<file path="src/rtl/forward_control.sv">
// Data-hazard forwarding unit: produces EX operand bypass selects, both combinational and registered.
// Optional forward-usage counters are enabled by defining FWD_STATS_EN.
module forward_control #(
  parameter int REG_AW = 5,
  parameter int SEL_W  = 2
) (
  input  logic              clk,
  input  logic              rst,
  input  logic              EX_MEM_RegWEN,
  input  logic              MEM_WB_RegWEN,
  input  logic [REG_AW-1:0] Rd_EX,
  input  logic [REG_AW-1:0] Rd_MA,
  input  logic [REG_AW-1:0] Rs1_ID,
  input  logic [REG_AW-1:0] Rs2_ID,
  input  logic              Stall,
  input  logic              Flush,
  output logic [SEL_W-1:0]  Fw_1,
  output logic [SEL_W-1:0]  Fw_2,
  output logic [1:0]        Fw_Detected,
  output logic [SEL_W-1:0]  Fw_1_EX,
  output logic [SEL_W-1:0]  Fw_2_EX
`ifdef FWD_STATS_EN
  ,
  output logic [15:0]       Mem_Fw_Cnt,
  output logic [15:0]       Wb_Fw_Cnt
`endif
);

  localparam logic [SEL_W-1:0] NO_FW  = SEL_W'(0);
  localparam logic [SEL_W-1:0] WB_FW  = SEL_W'(1);
  localparam logic [SEL_W-1:0] MEM_FW = SEL_W'(2);

  logic mem_hit_1, mem_hit_2, wb_hit_1, wb_hit_2;
  logic capture;

  // x0 is hardwired to zero, so a write to it must never be bypassed.
  assign mem_hit_1 = EX_MEM_RegWEN && (Rd_EX != '0) && (Rd_EX == Rs1_ID);
  assign mem_hit_2 = EX_MEM_RegWEN && (Rd_EX != '0) && (Rd_EX == Rs2_ID);
  assign wb_hit_1  = MEM_WB_RegWEN && (Rd_MA != '0) && (Rd_MA == Rs1_ID);
  assign wb_hit_2  = MEM_WB_RegWEN && (Rd_MA != '0) && (Rd_MA == Rs2_ID);

  always_comb begin
    // NOTE: defaults are assigned first so every path drives every output and no latch is inferred.
    Fw_1 = NO_FW;
    Fw_2 = NO_FW;
    // EX/MEM holds the younger result, so it wins over MEM/WB.
    if (mem_hit_1)     Fw_1 = MEM_FW;
    else if (wb_hit_1) Fw_1 = WB_FW;
    if (mem_hit_2)     Fw_2 = MEM_FW;
    else if (wb_hit_2) Fw_2 = WB_FW;
  end

  assign Fw_Detected = {(Fw_2 != NO_FW), (Fw_1 != NO_FW)};

  // New selects enter the EX stage only when the pipeline advances without a bubble.
  assign capture = !Flush && !Stall;

  // NOTE: sequential state uses non-blocking assignments so every register samples pre-edge values.
  always_ff @(posedge clk or posedge rst) begin
    if (rst) begin
      Fw_1_EX <= NO_FW;
      Fw_2_EX <= NO_FW;
    end else if (Flush) begin
      Fw_1_EX <= NO_FW;
      Fw_2_EX <= NO_FW;
    end else if (!Stall) begin
      Fw_1_EX <= Fw_1;
      Fw_2_EX <= Fw_2;
    end
  end

`ifdef FWD_STATS_EN
  logic [1:0]  mem_inc, wb_inc;
  logic [16:0] mem_sum, wb_sum;

  assign mem_inc = {1'b0, (Fw_1 == MEM_FW)} + {1'b0, (Fw_2 == MEM_FW)};
  assign wb_inc  = {1'b0, (Fw_1 == WB_FW)}  + {1'b0, (Fw_2 == WB_FW)};
  assign mem_sum = {1'b0, Mem_Fw_Cnt} + 17'(mem_inc);
  assign wb_sum  = {1'b0, Wb_Fw_Cnt}  + 17'(wb_inc);

  // The carry bit of each sum flags overflow; the counter then pins at all-ones.
  always_ff @(posedge clk or posedge rst) begin
    if (rst) begin
      Mem_Fw_Cnt <= '0;
      Wb_Fw_Cnt  <= '0;
    end else if (capture) begin
      Mem_Fw_Cnt <= mem_sum[16] ? 16'hFFFF : mem_sum[15:0];
      Wb_Fw_Cnt  <= wb_sum[16]  ? 16'hFFFF : wb_sum[15:0];
    end
  end
`else
  logic unused_capture;
  assign unused_capture = capture;
`endif

endmodule

</file>
<file path="config.mk">
export PLATFORM = sky130hd
export DESIGN_NAME = forward_control
export DESIGN_NICKNAME = d
export VERILOG_FILES = /design/src/rtl/forward_control.sv
export SDC_FILE = /design/constraint.sdc
export NUM_CORES = 1
export LEC_CHECK = 0
export CAP_MARGIN = 10
export CORE_MARGIN = 5
export CORE_UTILIZATION = 33
export CTS_CLUSTER_DIAMETER = 120
export DETAILED_ROUTE_END_ITERATION = 10
export PLACE_DENSITY = 0.77
export RECOVER_POWER = 100
export SYNTH_ARGS = -nofsm -noshare
export SYNTH_HDL_FRONTEND = slang
export SYNTH_SLANG_ARGS = --single-unit
</file>
<file path="constraint.sdc">
create_clock -name clk -period 1.8 [get_ports clk]
set_clock_uncertainty 0.15 [all_clocks]
set_input_delay 0.36 -clock clk [delete_from_list [all_inputs] [get_ports clk]]
set_output_delay 0.36 -clock clk [all_outputs]
set_load 0.1 [all_outputs]
</file>
After elaboration in Yosys (flattened, before gate mapping). Index checks and enable logic that the tools add are counted.

Mux-type cells: 8. Reduce and logical (&&, ||, !) cells: 10. Eq/ne operators: 5.

Operators by type and width (number): equality test 5 bit (4); two-way mux 2 bit (6); nonzero test 5 bit (2); logical AND 1 bit (6); nonzero test 2 bit (2); two-way mux 1 bit (2); inequality test 2 x 1 -> 1 bit (second input constant) (1).

Flip-flop bits (word level): 4. Input bits: 26. Output and inout bits: 10.

Longest topological paths before layout.
Depth after elaboration: 7. Gate-level depth with buffers: 4. Depth with buffers taken out: 4.

Worst setup path before layout. Ideal clock, no wire load.

Kind: input -> output. Start: in Rs1_ID[2]. End: out Fw_1[0]. Setup slack: -1.109 ns. Cell stages on the path: 4. Arrival: 2.399 ns. Cells stage by stage: xnor2_1 -> nand3_1 -> or4_1 -> nor2_1.

Cells in the longest elaborated chain, start to end: 4. Elaborated cells on any way between the ends: 6.

RTL lines: from (decl) (line 13) `input logic [REG_AW-1:0] Rs1_ID,`; equality test 5 bit (line 39) `assign wb_hit_1 = MEM_WB_RegWEN && (Rd_MA != '0) && (Rd_MA == Rs1_ID);`; logical AND 1 bit (line 39); two-way mux 1 bit (line 48) `else if (wb_hit_1) Fw_1 = WB_FW;`; two-way mux 2 bit (*) (line 47) `if (mem_hit_1) Fw_1 = MEM_FW;`; to (decl) (line 17) `output logic [SEL_W-1:0] Fw_1,`.

Mark *: on every way between the ends. The rest lies on a longest branch, timed or not.

Final worst setup path.
Start: in Rd_MA[2]. End: out Fw_1[0].

Cells in the longest elaborated chain, start to end: 5. Elaborated cells on any way between the ends: 6.

RTL lines: from (decl) (line 12) `input logic [REG_AW-1:0] Rd_MA,`; nonzero test 5 bit (line 39); logical AND 1 bit (line 39); logical AND 1 bit (*) (line 39); two-way mux 1 bit (*) (line 48); two-way mux 2 bit (*) (line 47).

Marked as above.

==> run_results.csv <==
group,metric,value,unit
floorplan,die_x,49.1,um
global_route,grt_pass1_wl,3710,um
route,dr.pass1.iters,4,
cts,cts_root_buf,"clkbuf_4",
cts,htreeDepth,1,
cts,postCtsHoldBufs,0,
placement,dp_slack,-715,ps
finish,final_cell_mix,"buf_4, xnor2_2, buf_6",
critical_path,worstSetupEndpointType,"primary output",
finish,fin_util,84.4,%
global_route,gr-total-overflow,0,
cts,numClockSinks,4,
route,drt-initial-drc-count,19,
global_route,antenna_found_initial,0,
placement,dp_hpwl,1650,um
sta,fmax,463,MHz
critical_path,rr_startpoint,"Fw_1_EX[1]",
floorplan,io_pins,36,
finish,nNetsFinal,141,
cts,clk_pin_slew,50,ps
finish,final_cell_count_no_fill,129,
critical_path,cp_data_required_time,1290,ps
finish,area.growth.synth_to_final,146,%
global_route,grt_max_degree,7,
sta,hold_viol_final,0,
logic_synthesis,yosysWarningCount,0,
outcome,status,"complete, but fails checks",
floorplan,core_area,0.00147,mm^2
flow_run,max_cap_viol_count,0,
placement,routabilityCongestion,0.755,
sta,period_minus_slack,2160,ps
critical_path,cp_slowest_cell,"or4_4",
floorplan,start_util,34.3,%
outcome,violations,"setup timing",
sta,period_share,120,%
finish,antenna_cells,0,
critical_path,cp_cell_sequence,"buf_6 -> xnor2_2 -> nand3_1 -> or4_4 -> nor2_4 -> buf_12",
cts,cts_tree,"built",
power_and_ir_drop,p_leak,0.574,nW
logic_synthesis,synth_nets,82,
placement,portBuffers,35,
critical_path,arrival,1650,ps
sta,max-slew-margin-rel,61.9,%
critical_path,crit_fanout,3,
logic_synthesis,yosysUniqueCellTypes,20,
sta,fin_setup_tns,-1930,ps
cts,worst_skew_pair.late_latency,250,ps
global_route,grt_use_total,20.1,%
sta,worstMarginPinSlew,573,ps
floorplan,dieArea,0.00241,mm^2
placement,placed_cells,121,
finish,final_common_cell,"buf_4",
finish,final_layout_size_suffix_gt1_share,70.8,%
logic_synthesis,syn_area_per_cell,9.00,um^2
route,via_count,724,
logic_synthesis,ys_seq_area_share,19.9,%
floorplan,die_y,49.1,um
power_and_ir_drop,pwr_density_cell,390,mW/mm^2
route,wl_per_cell,19.9,um
power_and_ir_drop,ir_drop,0.398,mV
critical_path,cp_slowest_stage_delay,550,ps
sta,setup_viol,6,
sta,slew_viol_final,0,
cts,clock_path_buffers,2,
route,drc,0,
cts,cts-buffers-inserted,3,
global_route,grt_pass1_vias,758,
logic_synthesis,syn-cell-area,504,um^2
logic_synthesis,synthCells,56,
critical_path,cp-start-kind,"primary input",
sta,worst_slack,-360,ps
critical_path,startpoint,"Rd_MA[2]",
route,totalWireLength,2570,um
logic_synthesis,synth-seq-cells,4,
min_path,hp-class,"in -> async",
sta,rsz0062_at_grt,"yes",
floorplan,rows,14,
route,drtAntennaViolNets,0,
critical_path,path_class,"in -> out",
route,via_per_inst,5.61,
==> through the flow <==
stage / power [mW] / instance area (um^2) / hold WS [ps]
2_1_floorplan: 0.182 / 539 / -23.9
3_3_place_gp: 0.299 / 1110 / 398
3_5_place_dp: 0.304 / 1110 / 421
4_1_cts: 0.454 / 1230 / 150
5_1_grt: 0.493 / 1240 / 337
6_report: 0.484 / 1240 / 318
==> final timing paths <==
check	endpoint	slack, ps	cells past startpoint
worst min register to register	Fw_1_EX[0]	380	2
worst max register to register	Fw_1_EX[1]	770	3
min in group clk	Fw_1_EX[0]	380	2
max in group asynchronous	Fw_2_EX[1]	990	2
worst max-delay path	Fw_1[0]	-360	6
worst min-delay path	Fw_1_EX[0]	320	2
==> registers in the layout, indices dropped and copies added, names as in the netlist <==
signal,flops
Fw_1_EX,2
Fw_2_EX,2
==> critical path, delay by kind of cell <==
kind                      cells  cell delay (ps)
and+or+nand+nor               3              810
xor gates and xnor gates      1              180
buffers and inverters         2              290
==> where the power goes <==
part | switching [mW] | total, mW | internal (mW)
clock network | 0.0570 | 0.133 | 0.0759
registers | 0.000461 | 0.0913 | 0.0908
logic | 0.126 | 0.260 | 0.134
==> timing repair <==
| item | 4_1_cts | 5_1_grt |
|---|---|---|
| hold endpoints to repair | 0 | 0 |
| buffers inserted | 4 | 1 |
| gates cloned | 0 | 0 |
| gates resized for setup | 99 | 17 |
| pin swaps | 23 | 10 |
| endpoints found under the setup margin | 10 | 9 |
==> final cells by class <==
class | count | area, um^2
multi-input cells | 48 | 549
repair buffers | 57 | 546
fillers | 75 | 230
flip-flops and latches | 4 | 100
clock buffers | 3 | 22.5
well taps | 16 | 20.0
inverters | 1 | 3.75
==> kinds of logic (layout without fill, tap and decap cells) <==
family | Yosys count | after routing | synth area share, %
AO/OA/AOI/OAI | 5 | 5 | 10.9
XOR/XNOR | 20 | 20 | 34.7
flip-flops | 4 | 4 | 19.9
AND/OR/NAND/NOR | 23 | 23 | 29.8
buffers and inverters | 4 | 61 | 4.71
==> Yosys cell counts, drive strengths merged <==
cell,instances,area share [%]
o21ai,1,0.99
dfrtp,4,20
nand3,2,2.0
inv,1,0.74
nor3,2,4.0
buf,3,4.0
xor2,4,6.9
nand4,2,2.5
o41ai,4,9.9
or4,4,6.7
nor2,3,3.7
nor2b,2,2.5
nand2b,2,2.5
nand3b,2,3.0
nand2,4,3.0
xnor2,16,28
==> routing by layer <==
layer / wire [um] / global-route usage, % / vias up
met4: 208 / 10.8 / 0
li1: - / - / 315
met1: 834 / 18.7 / 325
met3: 255 / 6.12 / 25
met2: 1270 / 37.8 / 59
met5: 0 / 0 / -
Note: power is estimated with default switching activity, not from simulation.
